===== src/rtl/mem_op_controller_pkg.sv =====
// mem_op_controller_pkg: shared encodings and helpers for the memory-operation sequencer
package mem_op_controller_pkg;
  typedef enum logic [1:0] {SZ_BYTE = 2'b00, SZ_HALF = 2'b01, SZ_WORD = 2'b10, SZ_RSVD = 2'b11} size_e;
  typedef enum logic [1:0] {IDLE, ACCESS, DONE} state_e;
  localparam logic RW_READ = 1'b1;
  localparam logic RW_WRITE = 1'b0;
  function automatic logic [31:0] zext(input size_e s, input logic [31:0] d);
    return s == SZ_BYTE ? {24'h0, d[7:0]} : s == SZ_HALF ? {16'h0, d[15:0]} : d;
  endfunction
endpackage


===== src/rtl/mem_op_controller_if.sv =====
// mem_op_controller_if: CPU, loader and RAM signals of the memory-operation sequencer
interface mem_op_controller_if #(parameter int ADDR_W = 9);
  logic MOV;
  logic RW;
  logic [1:0] Size;
  logic [ADDR_W-1:0] Addr;
  logic [31:0] WrData;
  logic MOC;
  logic [31:0] RdData;
  logic Err;
  logic Ld_Req;
  logic [ADDR_W-1:0] Ld_Addr;
  logic [31:0] Ld_Data;
  logic Ld_Ack;
  logic Ram_En;
  logic Ram_RW;
  logic [1:0] Ram_Size;
  logic [ADDR_W-1:0] Ram_Addr;
  logic [31:0] Ram_DIn;
  logic [31:0] Ram_DOut;
  modport slave (
    input MOV, RW, Size, Addr, WrData, Ld_Req, Ld_Addr, Ld_Data, Ram_DOut,
    output MOC, RdData, Err, Ld_Ack, Ram_En, Ram_RW, Ram_Size, Ram_Addr, Ram_DIn
  );
  modport master (
    output MOV, RW, Size, Addr, WrData, Ld_Req, Ld_Addr, Ld_Data, Ram_DOut,
    input MOC, RdData, Err, Ld_Ack, Ram_En, Ram_RW, Ram_Size, Ram_Addr, Ram_DIn
  );
endinterface


===== src/rtl/mem_op_controller_align_check.sv =====
// mem_align_check: combinational size/address legality check
module mem_align_check
  import mem_op_controller_pkg::*;
(
  input  size_e      size,
  input  logic [1:0] addr_lo,
  output logic       ok
);
  assign ok = size == SZ_HALF ? !addr_lo[0] : size == SZ_WORD ? addr_lo == 2'b00 : size == SZ_BYTE;
endmodule


===== src/rtl/mem_op_controller.sv =====
// mem_op_controller: arbitrates CPU/loader requests and sequences RAM wait-state cycles
module mem_op_controller
  import mem_op_controller_pkg::*;
#(
  parameter int ADDR_W = 9,
  parameter int WAIT_CYCLES = 2
) (
  input logic Clk,
  input logic Clr,
  mem_op_controller_if.slave bus
);
  localparam logic [3:0] WAIT_L = 4'(WAIT_CYCLES);
  state_e state_q, state_d;
  size_e size_q, size_d, chk_size;
  logic armed_q, armed_d, own_ld_q, own_ld_d, moc_q, moc_d, err_q, err_d, ack_q, ack_d;
  logic en_q, en_d, rw_q, rw_d, ok;
  logic [3:0] cnt_q, cnt_d;
  logic [ADDR_W-1:0] addr_q, addr_d;
  logic [31:0] din_q, din_d, rd_q, rd_d;
  // The loader always writes whole words, so it shares the word-alignment rule
  assign chk_size = bus.Ld_Req ? SZ_WORD : size_e'(bus.Size);
  mem_align_check u_chk (
    .size(chk_size),
    .addr_lo(bus.Ld_Req ? bus.Ld_Addr[1:0] : bus.Addr[1:0]),
    .ok(ok)
  );
  always_comb begin
    state_d = state_q;
    armed_d = bus.MOV ? armed_q : 1'b1;
    cnt_d = cnt_q;
    own_ld_d = own_ld_q;
    moc_d = 1'b0;
    err_d = 1'b0;
    ack_d = 1'b0;
    rd_d = rd_q;
    en_d = en_q;
    rw_d = rw_q;
    size_d = size_q;
    addr_d = addr_q;
    din_d = din_q;
    if (state_q == IDLE && (bus.Ld_Req || (bus.MOV && armed_q))) begin
      own_ld_d = bus.Ld_Req;
      armed_d = bus.Ld_Req ? armed_d : 1'b0;
      cnt_d = WAIT_L;
      if (ok) begin
        state_d = ACCESS;
        en_d = 1'b1;
        rw_d = bus.Ld_Req ? RW_WRITE : bus.RW;
        size_d = chk_size;
        addr_d = bus.Ld_Req ? bus.Ld_Addr : bus.Addr;
        din_d = bus.Ld_Req ? bus.Ld_Data : bus.WrData;
      end else begin
        state_d = DONE;
        moc_d = !bus.Ld_Req;
        err_d = !bus.Ld_Req;
        ack_d = bus.Ld_Req;
      end
    end else if (state_q == ACCESS && cnt_q == 4'd0) begin
      state_d = DONE;
      moc_d = !own_ld_q;
      ack_d = own_ld_q;
      rd_d = (!own_ld_q && rw_q == RW_READ) ? zext(size_q, bus.Ram_DOut) : rd_q;
      en_d = 1'b0;
      rw_d = RW_WRITE;
      size_d = SZ_BYTE;
      addr_d = '0;
      din_d = '0;
    end else if (state_q == ACCESS) begin
      cnt_d = cnt_q - 4'd1;
    end else if (state_q == DONE) begin
      state_d = IDLE;
    end
  end
  always_ff @(posedge Clk or negedge Clr) begin
    if (!Clr) begin
      state_q <= IDLE;
      armed_q <= 1'b1;
      cnt_q <= '0;
      own_ld_q <= 1'b0;
      moc_q <= 1'b0;
      err_q <= 1'b0;
      ack_q <= 1'b0;
      rd_q <= '0;
      en_q <= 1'b0;
      rw_q <= RW_WRITE;
      size_q <= SZ_BYTE;
      addr_q <= '0;
      din_q <= '0;
    end else begin
      state_q <= state_d;
      armed_q <= armed_d;
      cnt_q <= cnt_d;
      own_ld_q <= own_ld_d;
      moc_q <= moc_d;
      err_q <= err_d;
      ack_q <= ack_d;
      rd_q <= rd_d;
      en_q <= en_d;
      rw_q <= rw_d;
      size_q <= size_d;
      addr_q <= addr_d;
      din_q <= din_d;
    end
  end
  assign bus.MOC = moc_q;
  assign bus.Err = err_q;
  assign bus.Ld_Ack = ack_q;
  assign bus.RdData = rd_q;
  assign bus.Ram_En = en_q;
  assign bus.Ram_RW = rw_q;
  assign bus.Ram_Size = size_q;
  assign bus.Ram_Addr = addr_q;
  assign bus.Ram_DIn = din_q;
endmodule


===== src/flat_wrapper.sv =====
// flat-port wrapper written by rule: the top's interface ports become plain ports
module mem_op_controller_flat import mem_op_controller_pkg::*;
#(
  parameter int ADDR_W = 9,
  parameter int WAIT_CYCLES = 2
)
  (Clk, Clr, bus_MOV, bus_RW, bus_Size, bus_Addr, bus_WrData, bus_Ld_Req, bus_Ld_Addr, bus_Ld_Data, bus_Ram_DOut, bus_MOC, bus_RdData, bus_Err, bus_Ld_Ack, bus_Ram_En, bus_Ram_RW, bus_Ram_Size, bus_Ram_Addr, bus_Ram_DIn);
  mem_op_controller_if #(.ADDR_W(ADDR_W)) bus_i ();
  input logic Clk;
  input logic Clr;
  input wire logic [$bits(bus_i.MOV)-1:0] bus_MOV;
  input wire logic [$bits(bus_i.RW)-1:0] bus_RW;
  input wire logic [$bits(bus_i.Size)-1:0] bus_Size;
  input wire logic [$bits(bus_i.Addr)-1:0] bus_Addr;
  input wire logic [$bits(bus_i.WrData)-1:0] bus_WrData;
  input wire logic [$bits(bus_i.Ld_Req)-1:0] bus_Ld_Req;
  input wire logic [$bits(bus_i.Ld_Addr)-1:0] bus_Ld_Addr;
  input wire logic [$bits(bus_i.Ld_Data)-1:0] bus_Ld_Data;
  input wire logic [$bits(bus_i.Ram_DOut)-1:0] bus_Ram_DOut;
  output wire logic [$bits(bus_i.MOC)-1:0] bus_MOC;
  output wire logic [$bits(bus_i.RdData)-1:0] bus_RdData;
  output wire logic [$bits(bus_i.Err)-1:0] bus_Err;
  output wire logic [$bits(bus_i.Ld_Ack)-1:0] bus_Ld_Ack;
  output wire logic [$bits(bus_i.Ram_En)-1:0] bus_Ram_En;
  output wire logic [$bits(bus_i.Ram_RW)-1:0] bus_Ram_RW;
  output wire logic [$bits(bus_i.Ram_Size)-1:0] bus_Ram_Size;
  output wire logic [$bits(bus_i.Ram_Addr)-1:0] bus_Ram_Addr;
  output wire logic [$bits(bus_i.Ram_DIn)-1:0] bus_Ram_DIn;
  assign bus_i.MOV = bus_MOV;
  assign bus_i.RW = bus_RW;
  assign bus_i.Size = bus_Size;
  assign bus_i.Addr = bus_Addr;
  assign bus_i.WrData = bus_WrData;
  assign bus_i.Ld_Req = bus_Ld_Req;
  assign bus_i.Ld_Addr = bus_Ld_Addr;
  assign bus_i.Ld_Data = bus_Ld_Data;
  assign bus_i.Ram_DOut = bus_Ram_DOut;
  assign bus_MOC = bus_i.MOC;
  assign bus_RdData = bus_i.RdData;
  assign bus_Err = bus_i.Err;
  assign bus_Ld_Ack = bus_i.Ld_Ack;
  assign bus_Ram_En = bus_i.Ram_En;
  assign bus_Ram_RW = bus_i.Ram_RW;
  assign bus_Ram_Size = bus_i.Ram_Size;
  assign bus_Ram_Addr = bus_i.Ram_Addr;
  assign bus_Ram_DIn = bus_i.Ram_DIn;
  mem_op_controller #(.ADDR_W(ADDR_W), .WAIT_CYCLES(WAIT_CYCLES)) u_core (.Clk(Clk), .Clr(Clr), .bus(bus_i));
endmodule

===== config.mk =====
export PLATFORM = sky130hd
export DESIGN_NAME = mem_op_controller_flat
export DESIGN_NICKNAME = d
export VERILOG_FILES = /design/src/rtl/mem_op_controller_pkg.sv /design/src/rtl/mem_op_controller_if.sv /design/src/rtl/mem_op_controller_align_check.sv /design/src/rtl/mem_op_controller.sv /design/src/flat_wrapper.sv
export SDC_FILE = /design/constraint.sdc
export NUM_CORES = 1
export LEC_CHECK = 0
export CORE_MARGIN = 3
export CORE_UTILIZATION = 43
export DETAILED_ROUTE_END_ITERATION = 8
export PLACE_DENSITY = 0.92
export SYNTH_ARGS = -nofsm -noshare
export SYNTH_HDL_FRONTEND = slang
export SYNTH_HIERARCHICAL = 1
export SYNTH_SLANG_ARGS = --single-unit

===== constraint.sdc =====
create_clock -name Clk -period 4.1 [get_ports Clk]
set_clock_uncertainty 0.05 [all_clocks]
set_input_delay 0.41 -clock Clk [delete_from_list [all_inputs] [get_ports Clk]]
set_output_delay 0.41 -clock Clk [all_outputs]
set_load 0.01 [all_outputs]

==> qor.tcl <==
set qor(status) {completed}
set qor(end_kind) {flop}
set qor(multiInputGateArea_sq_mm) 0.00156
set qor(wl_per_cell_um) 16.9
set qor(setup_viol) 0
set qor(leading_cell_type_by_number_of_instances_after_synthesis) {dfrtp_1}
set qor(worst_path_max_delay_cell) {a32oi_2}
set qor(place_congestion) 0.760
set qor(detailedRoute.firstPassIterationCount) 4
set qor(vdd.ir_drop.worst_mv) 0.343
set qor(fin_crit_sh) 0.658
set qor(syn_area_per_cell_sq_um) 12.3
set qor(layout_setup_ws_ns) 1.40
set qor(synth_top_cell_by_area) {dfrtp_1}
set qor(dp_slack_ns) 1.09
set qor(synth.cells.most_frequent) {dfrtp_1 (87), mux2i_1 (63), o2bb2ai_1 (39)}
set qor(post_drt_via_cell_ratio) 5.17
set qor(initial_drc_count) 72
set qor(fp.dieH_um) 102
set qor(cp_cell_sequence) {buf_2 > mux2_2 > o21a_1 > o22ai_1 > a32oi_2 > buf_4 > a22o_1}
set qor(timing_max_transition_violations_final) 0
set qor(ys_dominant_reg_cell) {dfrtp_1}
set qor(setup.worst_path.class) {in -> reg}
set qor(yosysWarningCount) 6
set qor(insertion_delay_ns) 0.33
set qor(fin_util) 0.697
set qor(drcViolationCount) 0
set qor(static-leakage-power_nw) 2.73
set qor(start_util) 0.450
set qor(timing.max_slew.rel_slack) 0.293
set qor(die-area_sq_mm) 0.0105
set qor(unrepaired_setup_endpoints_after_global_routing) {no}
set qor(synth_nets) 447
set qor(synth-seq-area-share) 0.550
set qor(largest_cells_by_area_after_synthesis) {dfrtp_1 (54%), mux2i_1 (16%), o2bb2ai_1 (8.5%), nand2_1 (2.9%), inv_1 (2.5%)}
set qor(tritoncts) {done}
set qor(hold_buffers) 0
set qor(syn-cell-area_sq_mm) 0.00400
set qor(synth_mux_area_frac) 0.191
set qor(first_global_vias) 3303
set qor(yosys.area_share.adder) 0.00313
set qor(timing.hold.ws_ns) 0.221
set qor(post-dp-hpwl_mm) 8.01
set qor(worst-endpoint-arrival_ns) 2.86
set qor(startpoint_type) {input pin}
set qor(synth_top_family_by_area) {multiplexers}
set qor(synthXorXnorAreaFrac) 0
set qor(cts_root_buf) {clkbuf_8}
set qor(power.density_mw_per_mm2) 608
set qor(synth_cell_types) 40
set qor(track_usage) 0.197
set qor(critPathTopFamily) {compound AO/OA/AOI/OAI gates}
set qor(flow.area_growth_from_synthesis_pct) 54.9
set qor(nets) 638
set qor(maxCapViolCount) 0
set qor(max_clock_freq_mhz) 371
set qor(max_slew.worst_pin.slew_ns) 1.06
set qor(power_mw) 3.77
set qor(critPathBufInv) 2
set qor(async_reset_ff_frac) 1.00
set qor(routed_wirelength_mm) 10.6
set qor(grt_max_degree) 89
set qor(timing.critical_path.fanout_max) 24
set qor(cts_repair_resize_count) 0
set qor(yosysTopAreaCellShare) 0.544
set qor(number_of_cells_after_detailed_placement) 613
set qor(final-hold-violation-count) 0
set qor(synth.ff_latch_count) 88
set qor(count_of_flip_flops_with_a_built_in_enable_after_synthesis) 0
set qor(global_route_wire_length_before_repair_mm) 16.1
set qor(fin_tns_setup_ns) 0
set qor(maximum_root_to_sink_buffer_count) 2
set qor(drt.antenna.violating_nets) 0
set qor(num_antenna_cells) 0
set qor(worstPathRequired_ns) 4.26
set qor(drive_gt1_frac) 0.0673
set qor(htree_levels) 3
set qor(clk_pin_slew_worst_paths_ns) 0.09
set qor(post_synth_and_or_nand_nor_area_fraction) 0.0660
set qor(synth_compound_area_frac) 0.128
set qor(die_w_um) 102
set qor(post_synth_inst_count) 325
set qor(num_vias) 3248
set qor(initial_antenna_violation_count) 0
set qor(layout.cell_area.non_filler_sq_mm) 0.00620
set qor(placedInstanceArea_sq_mm) 0.00601
set qor(io_buf_count) 200
set qor(final_std_cells_w_o_fill) 628
set qor(globalRoute.totalOverflow) 0
set qor(filler_cell_count_in_the_final_layout) 633
set qor(seq_cell_area_sq_mm) 0.00220
set qor(core_sq_mm) 0.00889
set qor(min_period_ns) 2.70
set qor(ios) 201
set qor(tritoncts.num_buffers) 9
set qor(hold_path_class) {in -> async}
set qor(numClockSinks) 88
set qor(num_rows) 34
set qor(post_cts_setup_inserts) 0
set qor(critical-path-max-stage-delay_ns) 0.48
final timing paths:
kind,startpoint,to,slack (ns),cells past startpoint
setup / recovery,bus_Ld_Req,u_core/bus.Ram_Addr[0]$_DFFE_PN0P_,1.40,7
hold / removal,Clr,u_core/bus.RdData[2]$_DFFE_PN0P_,0.22,1
setup reg to reg,u_core/cnt_q[0]$_DFFE_PN0P_,u_core/bus.RdData[0]$_DFFE_PN0P_,1.48,5
hold reg to reg,u_core/bus.Ram_DIn[5]$_DFFE_PN0P_,u_core/bus.Ram_DIn[5]$_DFFE_PN0P_,0.44,1
max in group asynchronous,Clr,u_core/bus.Ram_DIn[21]$_DFFE_PN0P_,3.10,1
min in group Clk,u_core/bus.Ram_DIn[5]$_DFFE_PN0P_,u_core/bus.Ram_DIn[5]$_DFFE_PN0P_,0.44,1
kinds of logic after synthesis:
group | after synthesis
fa+ha+maj | 1
compound gates | 61
buf+inv | 50
simple gates | 52
flops | 88
mux | 73
area by class of cell:
class,count,area share
flip-flops and latches,88,0.355
repair buffers,203,0.325
multi-input cells,187,0.251
well taps,108,0.0218
clock buffers,10,0.0206
inverters,27,0.0163
clock inverters,5,0.00948
placed cells by master (no fill, tap or decap), drive strengths merged, types with 2 or more instances in the layout:
master | Yosys | final
o21ai | 4 | 4
clkinv | 0 | 2
nor2 | 2 | 2
a22o | 5 | 5
nor2b | 3 | 3
clkbuf | 5 | 10
a211oi | 2 | 2
mux2 | 10 | 10
nand2 | 31 | 31
a21o | 3 | 3
nand3 | 3 | 3
o2bb2ai | 39 | 39
clkinvlp | 0 | 2
inv | 27 | 27
clkdlybuf4s50 | 0 | 198
mux2i | 63 | 63
or3 | 2 | 2
dfrtp | 87 | 87
buf | 18 | 5
or2 | 2 | 2
power by group:
part | switching [mW] | internal [mW] | total, mW
combinational | 0.684 | 1.00 | 1.69
clock | 0.286 | 0.279 | 0.565
sequential | 0.277 | 1.24 | 1.52
per-layer routing:
layer | vias up | global-route usage | share of wire
li1 | 1532 | - | -
met1 | 1549 | 0.253 | 0.41
met2 | 151 | 0.331 | 0.50
met3 | 16 | 0.0478 | 0.076
met4 | 0 | 0.0605 | 0.015
met5 | - | 0 | 0
registers in the layout, indices dropped and copies added, names as in the netlist, 2 cells and up:
register	count
u_core/bus.Ram_Size	2
u_core/bus.Ram_Addr	9
u_core/bus.RdData	32
u_core/state_q	2
u_core/bus.Ram_DIn	32
u_core/cnt_q	4
No activity file was read; power rests on OpenSTA's default activity.
